===== src/rtl/sum_accum.sv =====
// Frame accumulator: sums len zero-extended samples, then holds the result until handshaken.
// Optional macro SUM_ACCUM_SAT_EN: saturate the accumulator instead of wrapping.
module sum_accum #(
  parameter int DATA_W = 2,
  parameter int ACC_W  = 8,
  parameter int LEN_W  = 4
) (
  input  logic              clk,
  input  logic              rst_n,
  input  logic              start,
  input  logic [LEN_W-1:0]  len,
  input  logic              in_valid,
  input  logic [DATA_W-1:0] in_data,
  output logic              in_ready,
  output logic              out_valid,
  input  logic              out_ready,
  output logic [ACC_W-1:0]  out_sum,
  output logic [LEN_W-1:0]  out_cnt,
  output logic              out_ovf,
  output logic              busy
);

  typedef enum logic [1:0] {
    IDLE = 2'd0,
    ACC  = 2'd1,
    HOLD = 2'd2
  } state_t;

  state_t             state_q, state_d;
  logic [ACC_W-1:0]   acc_q, acc_d;
  logic [LEN_W-1:0]   cnt_q, cnt_d;
  logic [LEN_W-1:0]   rem_q, rem_d;
  logic               ovf_q, ovf_d;
  logic [ACC_W:0]     sum_ext;
  logic               carry;

  // One extra bit captures the carry out of the accumulator's MSB.
  assign sum_ext = {1'b0, acc_q} + (ACC_W+1)'(in_data);
  assign carry   = sum_ext[ACC_W];

  always_comb begin
    state_d = state_q;
    acc_d   = acc_q;
    cnt_d   = cnt_q;
    rem_d   = rem_q;
    ovf_d   = ovf_q;
    case (state_q)
      IDLE: begin
        if (start && (len != '0)) begin
          acc_d   = '0;
          cnt_d   = '0;
          ovf_d   = 1'b0;
          rem_d   = len;
          state_d = ACC;
        end
      end
      ACC: begin
        if (in_valid) begin
          cnt_d = cnt_q + LEN_W'(1);
          rem_d = rem_q - LEN_W'(1);
          if (carry) begin
            ovf_d = 1'b1;
          end
`ifdef SUM_ACCUM_SAT_EN
          acc_d = carry ? {ACC_W{1'b1}} : sum_ext[ACC_W-1:0];
`else
          acc_d = sum_ext[ACC_W-1:0];
`endif
          if (rem_q == LEN_W'(1)) begin
            state_d = HOLD;
          end
        end
      end
      HOLD: begin
        // start is deliberately not looked at here, even in the handshake cycle.
        if (out_ready) begin
          state_d = IDLE;
        end
      end
      default: state_d = IDLE;
    endcase
  end

  always_ff @(posedge clk or negedge rst_n) begin
    if (!rst_n) begin
      state_q <= IDLE;
      acc_q   <= '0;
      cnt_q   <= '0;
      rem_q   <= '0;
      ovf_q   <= 1'b0;
    end else begin
      state_q <= state_d;
      acc_q   <= acc_d;
      cnt_q   <= cnt_d;
      rem_q   <= rem_d;
      ovf_q   <= ovf_d;
    end
  end

  assign in_ready  = (state_q == ACC);
  assign out_valid = (state_q == HOLD);
  assign busy      = (state_q != IDLE);
  assign out_sum   = acc_q;
  assign out_cnt   = cnt_q;
  assign out_ovf   = ovf_q;

endmodule


===== config.mk =====
export PLATFORM = sky130hd
export DESIGN_NAME = sum_accum
export DESIGN_NICKNAME = d
export VERILOG_FILES = /design/src/rtl/sum_accum.sv
export SDC_FILE = /design/constraint.sdc
export NUM_CORES = 1
export LEC_CHECK = 0
export ABC_CLOCK_PERIOD_IN_PS = 2100
export CAP_MARGIN = 0
export CORE_UTILIZATION = 45
export CTS_CLUSTER_SIZE = 25
export DETAILED_ROUTE_END_ITERATION = 10
export GPL_ROUTABILITY_DRIVEN = 0
export PLACE_DENSITY = 0.74
export SLEW_MARGIN = 20
export SYNTH_ARGS = -nofsm -noshare
export SYNTH_HDL_FRONTEND = slang
export SYNTH_SLANG_ARGS = --single-unit

===== constraint.sdc =====
create_clock -name clk -period 2.1 [get_ports clk]
set_input_delay 0.21 -clock clk [delete_from_list [all_inputs] [get_ports clk]]
set_output_delay 0.21 -clock clk [all_outputs]
set_load 0.02 [all_outputs]

==> results.toml, run 1 <==
[finish]
antenna_cells = 0
seq_area_um2 = 475
fin_nets = 156
fin_util = 0.618
final_common_cell = "clkdlybuf4s50_1"
nFillCells = 217
drive_above_1_share = 0.0942
area_delta_synth_final_pct = 28.1
final_cell_mix = "clkdlybuf4s50_1, dfrtp_1, nor2_1, nand2_1, o21ai_0"
multiInputGateArea_um2 = 549

[synthesis]
syn_avg_cell_area_um2 = 9.88
synth_area_um2 = 1090
async_flop_share = 1.00
ys_types = 38
synth_edf_count = 0
ys_seq_elements = 19
ys_warn_count = 0
ys_seq_area_frac = 0.437
postSynthCellCount = 110
synth_fp_nets = 127
synth_ff_type = "dfrtp_1"

[clocking]
clk_latency_ps = 290
cts_hold_buf = 0
h-tree-depth = 1
cts_buffers = 3
clock-sinks = 19
clk_pin_slew_ps = 110
cts_setup_buffers = 0
clockRootBuffer = "clkbuf_4"
cts_tree = "done"
clk_path_buf_depth = 2
cts_resized = 0

[job]
drv_cap = 0

[die]
num_rows = 17
die_x_um = 51.2
ioPinCount = 27
initial_utilization = 0.482
core_area_um2 = 2250
die-area_um2 = 2620
die_y_um = 51.2

[worst_setup_path]
crit_arrival_ps = 1670
r2r_start = "out_sum[0]"
rr_endpoint = "out_ovf"
crit_buf_inv = 2
crit_fanout = 9
cp_slowest_stage_delay_ps = 620
required_ps = 1890
reg2regPathDepth = 5
end_kind = "output pin"
startpoint_type = "flip-flop"
cp_top_family = "buffers and inverters"
worstPathCellList = "nand2b_1 -> inv_1 -> clkdlybuf4s50_1"
crit_slowest_cell = "clkdlybuf4s50_1"
critPathKind = "reg -> out"
reg2reg_slack_ps = 530

[min_path]
hold_path_class = "in -> async"

[power]
switchingPower_mw = 0.784
pwr-share-comb = 0.531
p_clk_frac = 0.100
p_int_mw = 1.02
vdd_ir_drop_max_mv = 0.780
p_leak_nw = 0.626
seq_power_share = 0.369
p_total_mw = 1.81
powerDensity_nw_per_um2 = 1300
switching_share = 0.434

[timing]
worst_pin_slew_ps = 359
slew-limit-headroom = 0.760
skew_ps = 6.36
timing.final.max_slew_violations = 0
fin_crit_sh = 0.895
hold_viol = 0
fin_setup_tns_ps = 0
final.min_clock_period_ps = 1880
max_clock_freq_mhz = 532
rsz0062_at_grt = "false"
setup_slack_ps = 220
setup-violations-final = 0

[drt]
via_per_inst = 5.47
drt_iter0_drc = 14
wl_per_cell_um = 13.9
routed_wl_um = 2310
drtPass1Iterations = 4
vias = 908
ant_nets = 0
drc_errors = 0

[place]
hpwl_um = 1750
pre_cts_ws_ps = 187
portBuffers = 26

[global_route]
antenna_found_initial = 0
grt_pass1_vias = 947
grt_first_pass_wirelength_um = 4200
grt_max_degree = 20
gr-usage-all-layers = 0.214
grt.overflow.total = 0

[run_status]
outcome = "finished clean"
-- sequential cells by signal, indices dropped and copies added (netlist names) --
signal   flops
out_cnt      4
out_ovf      1
out_sum      8
rem_q        4
state_q      2
-- worst max path at each step --
stage / cells past startpoint / end / slack (ps) / start
finish: 3 / in_ready / 220 / state_q[0]
global route: 3 / in_ready / 110 / state_q[0]
CTS: 3 / in_ready / 210 / state_q[0]
detailed placement: 5 / rem_q[3] / 190 / len[2]
global placement: 5 / rem_q[3] / 280 / len[2]
floorplan: 5 / out_ovf / 510 / out_sum[0]
-- through the flow --
stage | std cells | instance area [µm²] | hold WS [ps]
global route | 166 | 1390 | 254
floorplan | 110 | 1090 | -85.6
detailed placement | 162 | 1370 | 490
global placement | 162 | 1370 | 483
finish | 166 | 1390 | 237
CTS | 166 | 1390 | 243
-- synthesized netlist by cell type (2+ instances only) --
cell type	n	area [µm²]
a21oi_1	2	10.0
a22o_1	3	26.3
a31oi_1	2	12.5
and3_1	2	12.5
buf_6	2	22.5
dfrtp_1	19	475
ha_1	5	62.6
inv_1	6	22.5
nand2_1	9	33.8
nand3_1	7	35.0
nand4_1	2	12.5
nor2_1	14	52.6
o21ai_0	8	40.0
xor2_1	5	43.8
-- metal layers --
layer,global-route usage,part of all wire
met4,0.0602,0.0056
met1,0.267,0.45
met3,0.0298,0.032
met2,0.382,0.51
met5,0,0
-- cell type report --
class | count | area share
clock inverters | 1 | 0.00359
clock buffers | 3 | 0.0162
inverters | 6 | 0.0162
multi-input cells | 80 | 0.394
well taps | 28 | 0.0252
flip-flops and latches | 19 | 0.341
repair buffers | 29 | 0.203
-- power groups by stage --
| stage | clock network, mW | logic [mW] | registers [mW] |
|---|---|---|---|
| final | 0.180 | 0.959 | 0.667 |
| after global routing | 0.204 | 1.07 | 0.694 |
| after CTS | 0.188 | 0.969 | 0.669 |
| after detailed placement | 0 | 0.969 | 0.674 |
| after global placement | 0 | 0.934 | 0.669 |
| after floorplan | 0 | 0.564 | 0.721 |
-- logic make-up after synthesis --
family	synth area share
flip-flops	0.437
adder cells (fa/ha/maj)	0.0760
buffers and inverters	0.0575
AND/OR/NAND/NOR	0.217
XOR/XNOR	0.0403
AO/OA/AOI/OAI	0.171
(Power assumes the default switching activity.)
==> inputs of run 2 (changes only) <==
- ABC_CLOCK_PERIOD_IN_PS: 2100 -> 2300
- CTS_CLUSTER_SIZE: 25 -> 40
- clock period: 2.1 -> 2.3 ns (I/O delays scaled with it)
==> run 2 against run 1 <==
Effect of this change:
- first-iteration DRC count shrank 7.1%
- count of clock-buffer cells in the layout is the same
- design area is the same
- via count shrank 0.22%
- hold slack gained 24 ps
- non-clock buffer count is the same
- critical path type unchanged
- largest cell class unchanged
==> results.toml, run 2 (synthesis gave the netlist of run 1 again) <==
[run_status]
outcome = "finished clean"

[worst_setup_path]
crit_slowest_cell = "clkdlybuf4s50_1"
rr_endpoint = "out_ovf"
startpoint_type = "flip-flop"
end_kind = "output pin"
cp_slowest_stage_delay_ps = 610
r2r_start = "out_sum[0]"
required_ps = 2070
critPathLaunch = "state_q[1]"
critPathKind = "reg -> out"
crit_fanout = 6
worstPathCellList = "nand2b_1 -> inv_1 -> clkdlybuf4s50_1"
reg2regPathDepth = 5
crit_buf_inv = 2
reg2reg_slack_ps = 700
cp_top_family = "buffers and inverters"
crit_arrival_ps = 1630

[power]
p_leak_nw = 0.626
p_clk_frac = 0.101
pwr-share-comb = 0.527
vdd_ir_drop_max_mv = 0.635
switching_share = 0.431
p_total_mw = 1.64
seq_power_share = 0.371
switchingPower_mw = 0.706
powerDensity_nw_per_um2 = 1180
p_int_mw = 0.932

[timing]
max_clock_freq_mhz = 537
slew-limit-headroom = 0.763
fin_crit_sh = 0.810
final.min_clock_period_ps = 1860
skew_ps = 1.03
worst_pin_slew_ps = 355
timing.final.max_slew_violations = 0
fin_setup_tns_ps = 0
rsz0062_at_grt = "false"
setup-violations-final = 0
hold_viol = 0

[place]
dpl.cell_count = 162
postPlaceCellArea_um2 = 1370
hpwl_um = 1700
portBuffers = 26

[die]
die_y_um = 51.2
core_area_um2 = 2250
initial_utilization = 0.482
num_rows = 17
die_x_um = 51.2
ioPinCount = 27
die-area_um2 = 2620

[finish]
final_cell_mix = "clkdlybuf4s50_1, dfrtp_1, nor2_1, nand2_1, o21ai_0"
fin_area_um2 = 1390
largest_reg_flops = 8
final_cells = 166
area_delta_synth_final_pct = 28.1
drive_above_1_share = 0.0942
fin_util = 0.618
final_common_cell = "clkdlybuf4s50_1"
antenna_cells = 0
fin_nets = 156

[drt]
wl_per_cell_um = 13.2
drtPass1Iterations = 4
drc_errors = 0
ant_nets = 0
routed_wl_um = 2190
vias = 906
drt_iter0_drc = 13
via_per_inst = 5.46

[clocking]
h-tree-depth = 1
clk_path_buf_depth = 2
cts_tree = "done"
clockRootBuffer = "clkbuf_4"
cts_buffers = 3
clk_pin_slew_ps = 110
clk_latency_ps = 290
cts_hold_buf = 0
clock-sinks = 19
cts_resized = 0
cts_setup_buffers = 0

[global_route]
grt_max_degree = 20
grt.overflow.total = 0
gr-usage-all-layers = 0.201
grt_first_pass_wirelength_um = 3870
antenna_found_initial = 0
grt_pass1_vias = 884

[job]
drv_cap = 0

[min_path]
hold_path_class = "in -> async"
run 2: how the worst max path moves through the flow:
| stage | endpoint | slack (ps) | cells past startpoint |
|---|---|---|---|
| floorplan | out_ovf | 710 | 5 |
| global placement | rem_q[3] | 460 | 5 |
| detailed placement | rem_q[2] | 360 | 5 |
| CTS | in_ready | 440 | 3 |
| global route | in_ready | 330 | 3 |
| finish | in_ready | 440 | 3 |
run 2: routing by layer:
layer  global-route usage  wire length, µm  vias up
met3               0.0268               91        2
met2                0.357             1110       20
met4               0.0694                8        0
li1                     -                -      446
met1                0.246              978      438
met5                    0                0        -
run 2: cell type report:
class                           instances  area (µm²)
Fill cell                             209         862
Multi-Input combinational cell         80         549
Sequential cell                        19         475
Timing Repair Buffer                   29         283
Tap cell                               28        35.0
Clock buffer                            3        22.5
Inverter                                6        22.5
Clock inverter                          1        5.00
run 2: through the flow:
| step | setup slack, ps | hold WS, ps |
|---|---|---|
| floorplan | 705 | -65.6 |
| global placement | 456 | 481 |
| detailed placement | 357 | 493 |
| CTS | 437 | 264 |
| global route | 329 | 269 |
| finish | 436 | 261 |
run 2: power groups by stage:
stage / clock network (mW) / registers [mW] / logic, mW
floorplan: 0 / 0.658 / 0.515
global route: 0.186 / 0.633 / 0.971
global placement: 0 / 0.609 / 0.852
CTS: 0.170 / 0.608 / 0.877
detailed placement: 0 / 0.613 / 0.873
finish: 0.166 / 0.608 / 0.864
